[config.mk]
export PLATFORM = sky130hd
export DESIGN_NAME = mem_access_unit
export DESIGN_NICKNAME = d
export VERILOG_FILES = /design/src/rtl/mem_access_unit.sv
export SDC_FILE = /design/constraint.sdc
export NUM_CORES = 1
export LEC_CHECK = 0
export BUFFER_PORTS_ARGS = -buffer_cell sky130_fd_sc_hd__buf_2
export CAP_MARGIN = 30
export CORE_ASPECT_RATIO = 1.2
export CORE_MARGIN = 4
export CORE_UTILIZATION = 39
export DETAILED_ROUTE_END_ITERATION = 7
export PLACE_DENSITY = 0.65
export REMOVE_ABC_BUFFERS = 1
export SYNTH_ARGS = -nofsm -noshare
export SYNTH_HDL_FRONTEND = slang
export SYNTH_SLANG_ARGS = --single-unit
[constraint.sdc]
create_clock -name clk -period 2.1 [get_ports clk]
set_input_delay 0.105 -clock clk [delete_from_list [all_inputs] [get_ports clk]]
set_output_delay 0.105 -clock clk [all_outputs]
set_load 0.03 [all_outputs]
[src/rtl/mem_access_unit.sv]
// MEM-stage data-memory sequencer: one load/store in flight, wait-state memory port, timeout, raw-word response.
// Optional misalignment trap is compiled in when MEM_ALIGN_CHECK_EN is defined.
module mem_access_unit #(
  parameter int MAX_WAIT = 16,
  parameter int CNT_W    = 5
) (
  input  logic        clk,
  input  logic        rst_n,
  input  logic        req_valid,
  output logic        req_ready,
  input  logic        req_is_store,
  input  logic [2:0]  req_ls_type,
  input  logic [31:0] req_addr,
  input  logic [31:0] req_wdata,
  output logic        mem_req,
  output logic        mem_we,
  output logic [3:0]  mem_be,
  output logic [31:0] mem_addr,
  output logic [31:0] mem_wdata,
  input  logic        mem_ack,
  input  logic [31:0] mem_rdata,
  output logic        rsp_valid,
  input  logic        rsp_ready,
  output logic [31:0] rsp_word,
  output logic [2:0]  rsp_load_type,
  output logic [1:0]  rsp_addr_lo,
  output logic        rsp_is_store,
  output logic        rsp_err_bus,
  output logic        rsp_err_align,
  output logic [1:0]  o_dbg_state
);

  // Handshakes: a transfer happens on a rising edge where valid && ready;
  // valid and its fields stay stable until then, ready never waits on valid.
  typedef enum logic [1:0] {
    S_IDLE   = 2'd0,
    S_ACCESS = 2'd1,
    S_RESP   = 2'd2
  } state_t;

  localparam bit              TIMEOUT_EN = (MAX_WAIT != 0);
  localparam logic [CNT_W-1:0] LIMIT     = CNT_W'(MAX_WAIT - 1);

  state_t           r_state;
  logic [CNT_W-1:0] r_cnt;
  logic             r_req_ready;
  logic             r_mem_req;
  logic             r_mem_we;
  logic [3:0]       r_mem_be;
  logic [31:0]      r_mem_addr;
  logic [31:0]      r_mem_wdata;
  logic             r_rsp_valid;
  logic [31:0]      r_rsp_word;
  logic [2:0]       r_rsp_load_type;
  logic [1:0]       r_rsp_addr_lo;
  logic             r_rsp_is_store;
  logic             r_rsp_err_bus;

  logic [3:0]       w_be;
  logic [31:0]      w_wdata;
  logic             w_accept;

  assign w_accept = req_valid && r_req_ready;

  // Lane decode; ls_type 5..7 falls through to word.
  always_comb begin
    w_be    = 4'b1111;
    w_wdata = req_wdata;
    case (req_ls_type)
      3'd0, 3'd1: begin
        w_be    = 4'b0001 << req_addr[1:0];
        w_wdata = {4{req_wdata[7:0]}};
      end
      3'd2, 3'd3: begin
        w_be    = req_addr[1] ? 4'b1100 : 4'b0011;
        w_wdata = {2{req_wdata[15:0]}};
      end
      default: ;
    endcase
    if (!req_is_store) w_wdata = '0;
  end

`ifdef MEM_ALIGN_CHECK_EN
  logic w_misalign;
  logic r_rsp_err_align;

  always_comb begin
    case (req_ls_type)
      3'd0, 3'd1: w_misalign = 1'b0;
      3'd2, 3'd3: w_misalign = req_addr[0];
      default:    w_misalign = |req_addr[1:0];
    endcase
  end

  assign rsp_err_align = r_rsp_err_align;
`else
  assign rsp_err_align = 1'b0;
`endif

  always_ff @(posedge clk) begin
    if (!rst_n) begin
      r_state         <= S_IDLE;
      r_cnt           <= '0;
      r_req_ready     <= 1'b1;
      r_mem_req       <= 1'b0;
      r_mem_we        <= 1'b0;
      r_mem_be        <= '0;
      r_mem_addr      <= '0;
      r_mem_wdata     <= '0;
      r_rsp_valid     <= 1'b0;
      r_rsp_word      <= '0;
      r_rsp_load_type <= '0;
      r_rsp_addr_lo   <= '0;
      r_rsp_is_store  <= 1'b0;
      r_rsp_err_bus   <= 1'b0;
`ifdef MEM_ALIGN_CHECK_EN
      r_rsp_err_align <= 1'b0;
`endif
    end else begin
      case (r_state)
        S_IDLE: begin
          if (w_accept) begin
            r_req_ready     <= 1'b0;
            r_rsp_load_type <= req_ls_type;
            r_rsp_addr_lo   <= req_addr[1:0];
            r_rsp_is_store  <= req_is_store;
            r_rsp_word      <= '0;
            r_rsp_err_bus   <= 1'b0;
            r_mem_be        <= w_be;
            r_mem_addr      <= {req_addr[31:2], 2'b00};
            r_mem_wdata     <= w_wdata;
            r_cnt           <= '0;
`ifdef MEM_ALIGN_CHECK_EN
            r_rsp_err_align <= w_misalign;
            if (w_misalign) begin
              r_rsp_valid <= 1'b1;
              r_state     <= S_RESP;
            end else begin
              r_mem_req <= 1'b1;
              r_mem_we  <= req_is_store;
              r_state   <= S_ACCESS;
            end
`else
            r_mem_req <= 1'b1;
            r_mem_we  <= req_is_store;
            r_state   <= S_ACCESS;
`endif
          end
        end
        S_ACCESS: begin
          // An ack on the limit cycle still completes normally.
          if (mem_ack) begin
            r_mem_req   <= 1'b0;
            r_mem_we    <= 1'b0;
            r_rsp_valid <= 1'b1;
            r_rsp_word  <= r_rsp_is_store ? 32'h0 : mem_rdata;
            r_state     <= S_RESP;
          end else if (TIMEOUT_EN && (r_cnt == LIMIT)) begin
            r_mem_req     <= 1'b0;
            r_mem_we      <= 1'b0;
            r_rsp_valid   <= 1'b1;
            r_rsp_word    <= '0;
            r_rsp_err_bus <= 1'b1;
            r_state       <= S_RESP;
          end else begin
            r_cnt <= r_cnt + 1'b1;
          end
        end
        S_RESP: begin
          if (rsp_ready) begin
            r_rsp_valid <= 1'b0;
            r_req_ready <= 1'b1;
            r_state     <= S_IDLE;
          end
        end
        default: begin
          r_state     <= S_IDLE;
          r_req_ready <= 1'b1;
          r_mem_req   <= 1'b0;
          r_mem_we    <= 1'b0;
          r_rsp_valid <= 1'b0;
        end
      endcase
    end
  end

  assign req_ready     = r_req_ready;
  assign mem_req       = r_mem_req;
  assign mem_we        = r_mem_we;
  assign mem_be        = r_mem_be;
  assign mem_addr      = r_mem_addr;
  assign mem_wdata     = r_mem_wdata;
  assign rsp_valid     = r_rsp_valid;
  assign rsp_word      = r_rsp_word;
  assign rsp_load_type = r_rsp_load_type;
  assign rsp_addr_lo   = r_rsp_addr_lo;
  assign rsp_is_store  = r_rsp_is_store;
  assign rsp_err_bus   = r_rsp_err_bus;
  assign o_dbg_state   = r_state;

endmodule

==> reports/metrics.yaml <==
logic_synthesis:
  yosysTopAreaCell: "dfxtp_1"
  synthAdderAreaFrac_pct: 0.556
  synth_edf_count: 0
  syn_area_um2: 4500
  synth_cells: 440
  synthMuxAreaShare_pct: 4.62
  post-synth-top-count-cell: "dfxtp_1"
  ys.flop_type: "dfxtp_1"
  seq_area_frac_synth_pct: 51.6
  yosysUniqueCellTypes: 40
  yosys-top-cells-area: "dfxtp_1 (52%), a32o_1 (7.1%), nand2_1 (6.3%)"
  yosysWarnings: 0
  synth-seq-cells: 116
  synth_simple_gate_area_share_pct: 12.3
  async_flop_share_pct: 0
  synth_compound_area_share_pct: 24.8
  synth_common_cells: "dfxtp_1 (116), nand2_1 (75), a21boi_0 (37)"
  synth_top_cell_area_share_pct: 51.6
  synth_top_family_by_area: "compound AO/OA/AOI/OAI gates"
  synth_xor_area_share_pct: 0
  syn_area_per_cell_um2: 10.2
timing:
  max_freq_ghz: 0.503
  worst_pin_slew_ps: 505
  fin_setup_tns_ps: 0
  finalHoldViolations: 0
  rsz0062_at_grt: "false"
  maxSlewHeadroom_pct: 66.3
  min_period_ps: 1990
  setup_viol_count_final: 0
  maxSlewViolCount: 0
  period_share_pct: 94.6
  fin_worst_skew_ps: 7.66
worst_setup_path:
  crit_type: "register to register"
  cp.arrival_ps: 2270
  crit_buf_inv: 0
  start_kind: "register"
  cp.required_ps: 2390
  path_delay_family: "simple AND/OR/NAND/NOR gates"
  cpPeakStageDelay_ps: 560
  cp_slowest_cell: "or4b_4"
  cp_max_fo: 9
  endpoint_kind: "register"
  cp_cell_sequence: "ha_1 -> and3_1 -> ha_1 -> or4b_4 -> and3_1 -> o21a_1"
die:
  ios: 219
  dieHeight_um: 126
  die_area_um2: 13300
  die_w_um: 106
  core.rowCount: 42
  fp.coreArea_um2: 11100
  start_util_pct: 40.4
layout:
  finish.net_count: 843
  utilization_pct: 64.1
  n_antenna_cell: 0
  drive_above_1_share_pct: 35.8
  final_cells: 902
  syn_to_final_growth_pct: 58.8
pwr:
  power.leakage_nw: 3.28
  vdd_drop_max_mv: 0.555
  powerDensity_nw_per_um2: 891
  power.total_mw: 6.36
drt:
  ant_nets: 0
  drt_iter0_drc: 161
  routed_via_density: 4.98
  drc: 0
  drt-total-wl_mm: 14.2
  via_count: 4496
  wire_per_inst_um: 15.8
  drt_pass1_iterations: 4
clock_tree:
  ctsRootBufferMaster: "clkbuf_16"
  clock_latency_ps: 400
  cts_buffers: 17
  cts_buffer_depth: 2
  cts_setup_buffers: 0
  clkTransAtPathRegs_ps: 50
  cts.sinks: 116
  tritoncts: "yes"
  htreeDepth: 4
global_routing:
  use_met1_pct: 22.9
  use_met3_pct: 5.17
  grt_util_met2_pct: 37.7
  top_usage_layer: "met2"
  antenna_found_initial: 0
  grt_pass1_vias: 4576
  grt_use_total_pct: 20.9
  grt_max_degree: 56
  grt_first_pass_wirelength_mm: 22.5
  grt-ovfl-total: 0
place:
  gp_congestion: 0.797
  place_inst: 778
  io_buffer_count: 215
  dpl.hpwl_mm: 9.06
hold_path:
  hp-class: "primary input to register"
run:
  max_cap_violations: 0
outcome:
  status: "complete, no violations"
## what timing repair did
| item | CTS | global route |
|---|---|---|
| hold buffers | 93 | 0 |
| endpoints found under the setup margin | 2 | 0 |
| gates resized for setup | 1 | 0 |
| endpoints found under the hold margin | 93 | 0 |
## path summary, 6_finish.rpt
check | startpoint | endpoint | slack, ps | cells after the start
hold reg to reg | mem_wdata[13]$_SDFFE_PN0P_ | mem_wdata[13]$_SDFFE_PN0P_ | 460 | 1
setup reg to reg | r_cnt[0]$_SDFFE_PN0P_ | r_cnt[1]$_SDFFE_PN0P_ | 110 | 6
hold / removal | req_addr[0] | rsp_addr_lo[0]$_SDFFE_PN0P_ | 20 | 3
setup / recovery | r_cnt[0]$_SDFFE_PN0P_ | r_cnt[1]$_SDFFE_PN0P_ | 110 | 6
## layout by cell type, fill, tap and decap left out, drive strengths merged
cell type and count:
nor4bb 1, ha 2, nand3 6, clkinvlp 3, a31oi 3, buf 225, o2bb2ai 22, dlygate4sd3 93
nor2 18, nand3b 4, nand4bb 1, conb 3, a21o 3, o21a 4, a21oi 7, o21ai 9
mux2 6, nor2b 1, and3 4, bufinv 2, and2 2, clkinv 4, mux2i 14, dfxtp 116
o22ai 1, o2111ai 6, o21bai 1, or4b 1, a22o 10, a21boi 38, nand2b 2, nor3b 1
o31ai 1, clkbuf 22, nand2 75, a32o 32, nand4b 1, inv 4
## worst reg2reg max path: stages (launching register included)
cell     delay (ps)
dfxtp_1         340
ha_1            210
and3_1          180
ha_1            220
or4b_4          570
and3_1          210
o21a_1          160
## layout make-up
| type | instances | area (µm²) |
|---|---|---|
| fillers | 945 | 4000 |
| multi-input cells | 279 | 1920 |
| clock inverters | 9 | 103 |
| clock buffers | 22 | 484 |
| flip-flops and latches | 116 | 2320 |
| well taps | 154 | 193 |
| inverters | 4 | 15.0 |
| repair buffers | 318 | 2110 |
## stage by stage
stage	cell area [µm²]	setup WS, ps	hold WS, ps
6_report	7140	113	15.6
5_1_grt	7140	5.72	29.1
4_1_cts	7140	120	1.42
3_5_place_dp	5620	19.7	318
3_3_place_gp	5620	62.9	315
2_1_floorplan	4250	-470	181
## flip-flops by register name, indices dropped and copies added (netlist names)
register	cells
mem_we	1
rsp_load_type	3
rsp_word	32
mem_req	1
rsp_valid	1
r_cnt	5
mem_wdata	32
rsp_err_bus	1
o_dbg_state	2
mem_be	4
req_ready	1
mem_addr	30
rsp_is_store	1
rsp_addr_lo	2
## layer usage
layer,wire [µm],vias to the layer above
met5,0,-
li1,-,2190
met1,5590,2099
met2,7370,171
met3,772,36
met4,486,0
## cell families after synthesis
kind of cell,after synthesis
adder cells (fa/ha/maj),2
flip-flops,116
AND/OR/NAND/NOR,117
other,1
AO/OA/AOI/OAI,137
buffers and inverters,47
multiplexers,20
## power by group
part           internal (mW)  switching, mW
clock network           1.85          0.951
registers               2.34         0.0867
logic                  0.449          0.680
(Power assumes the default switching activity.)
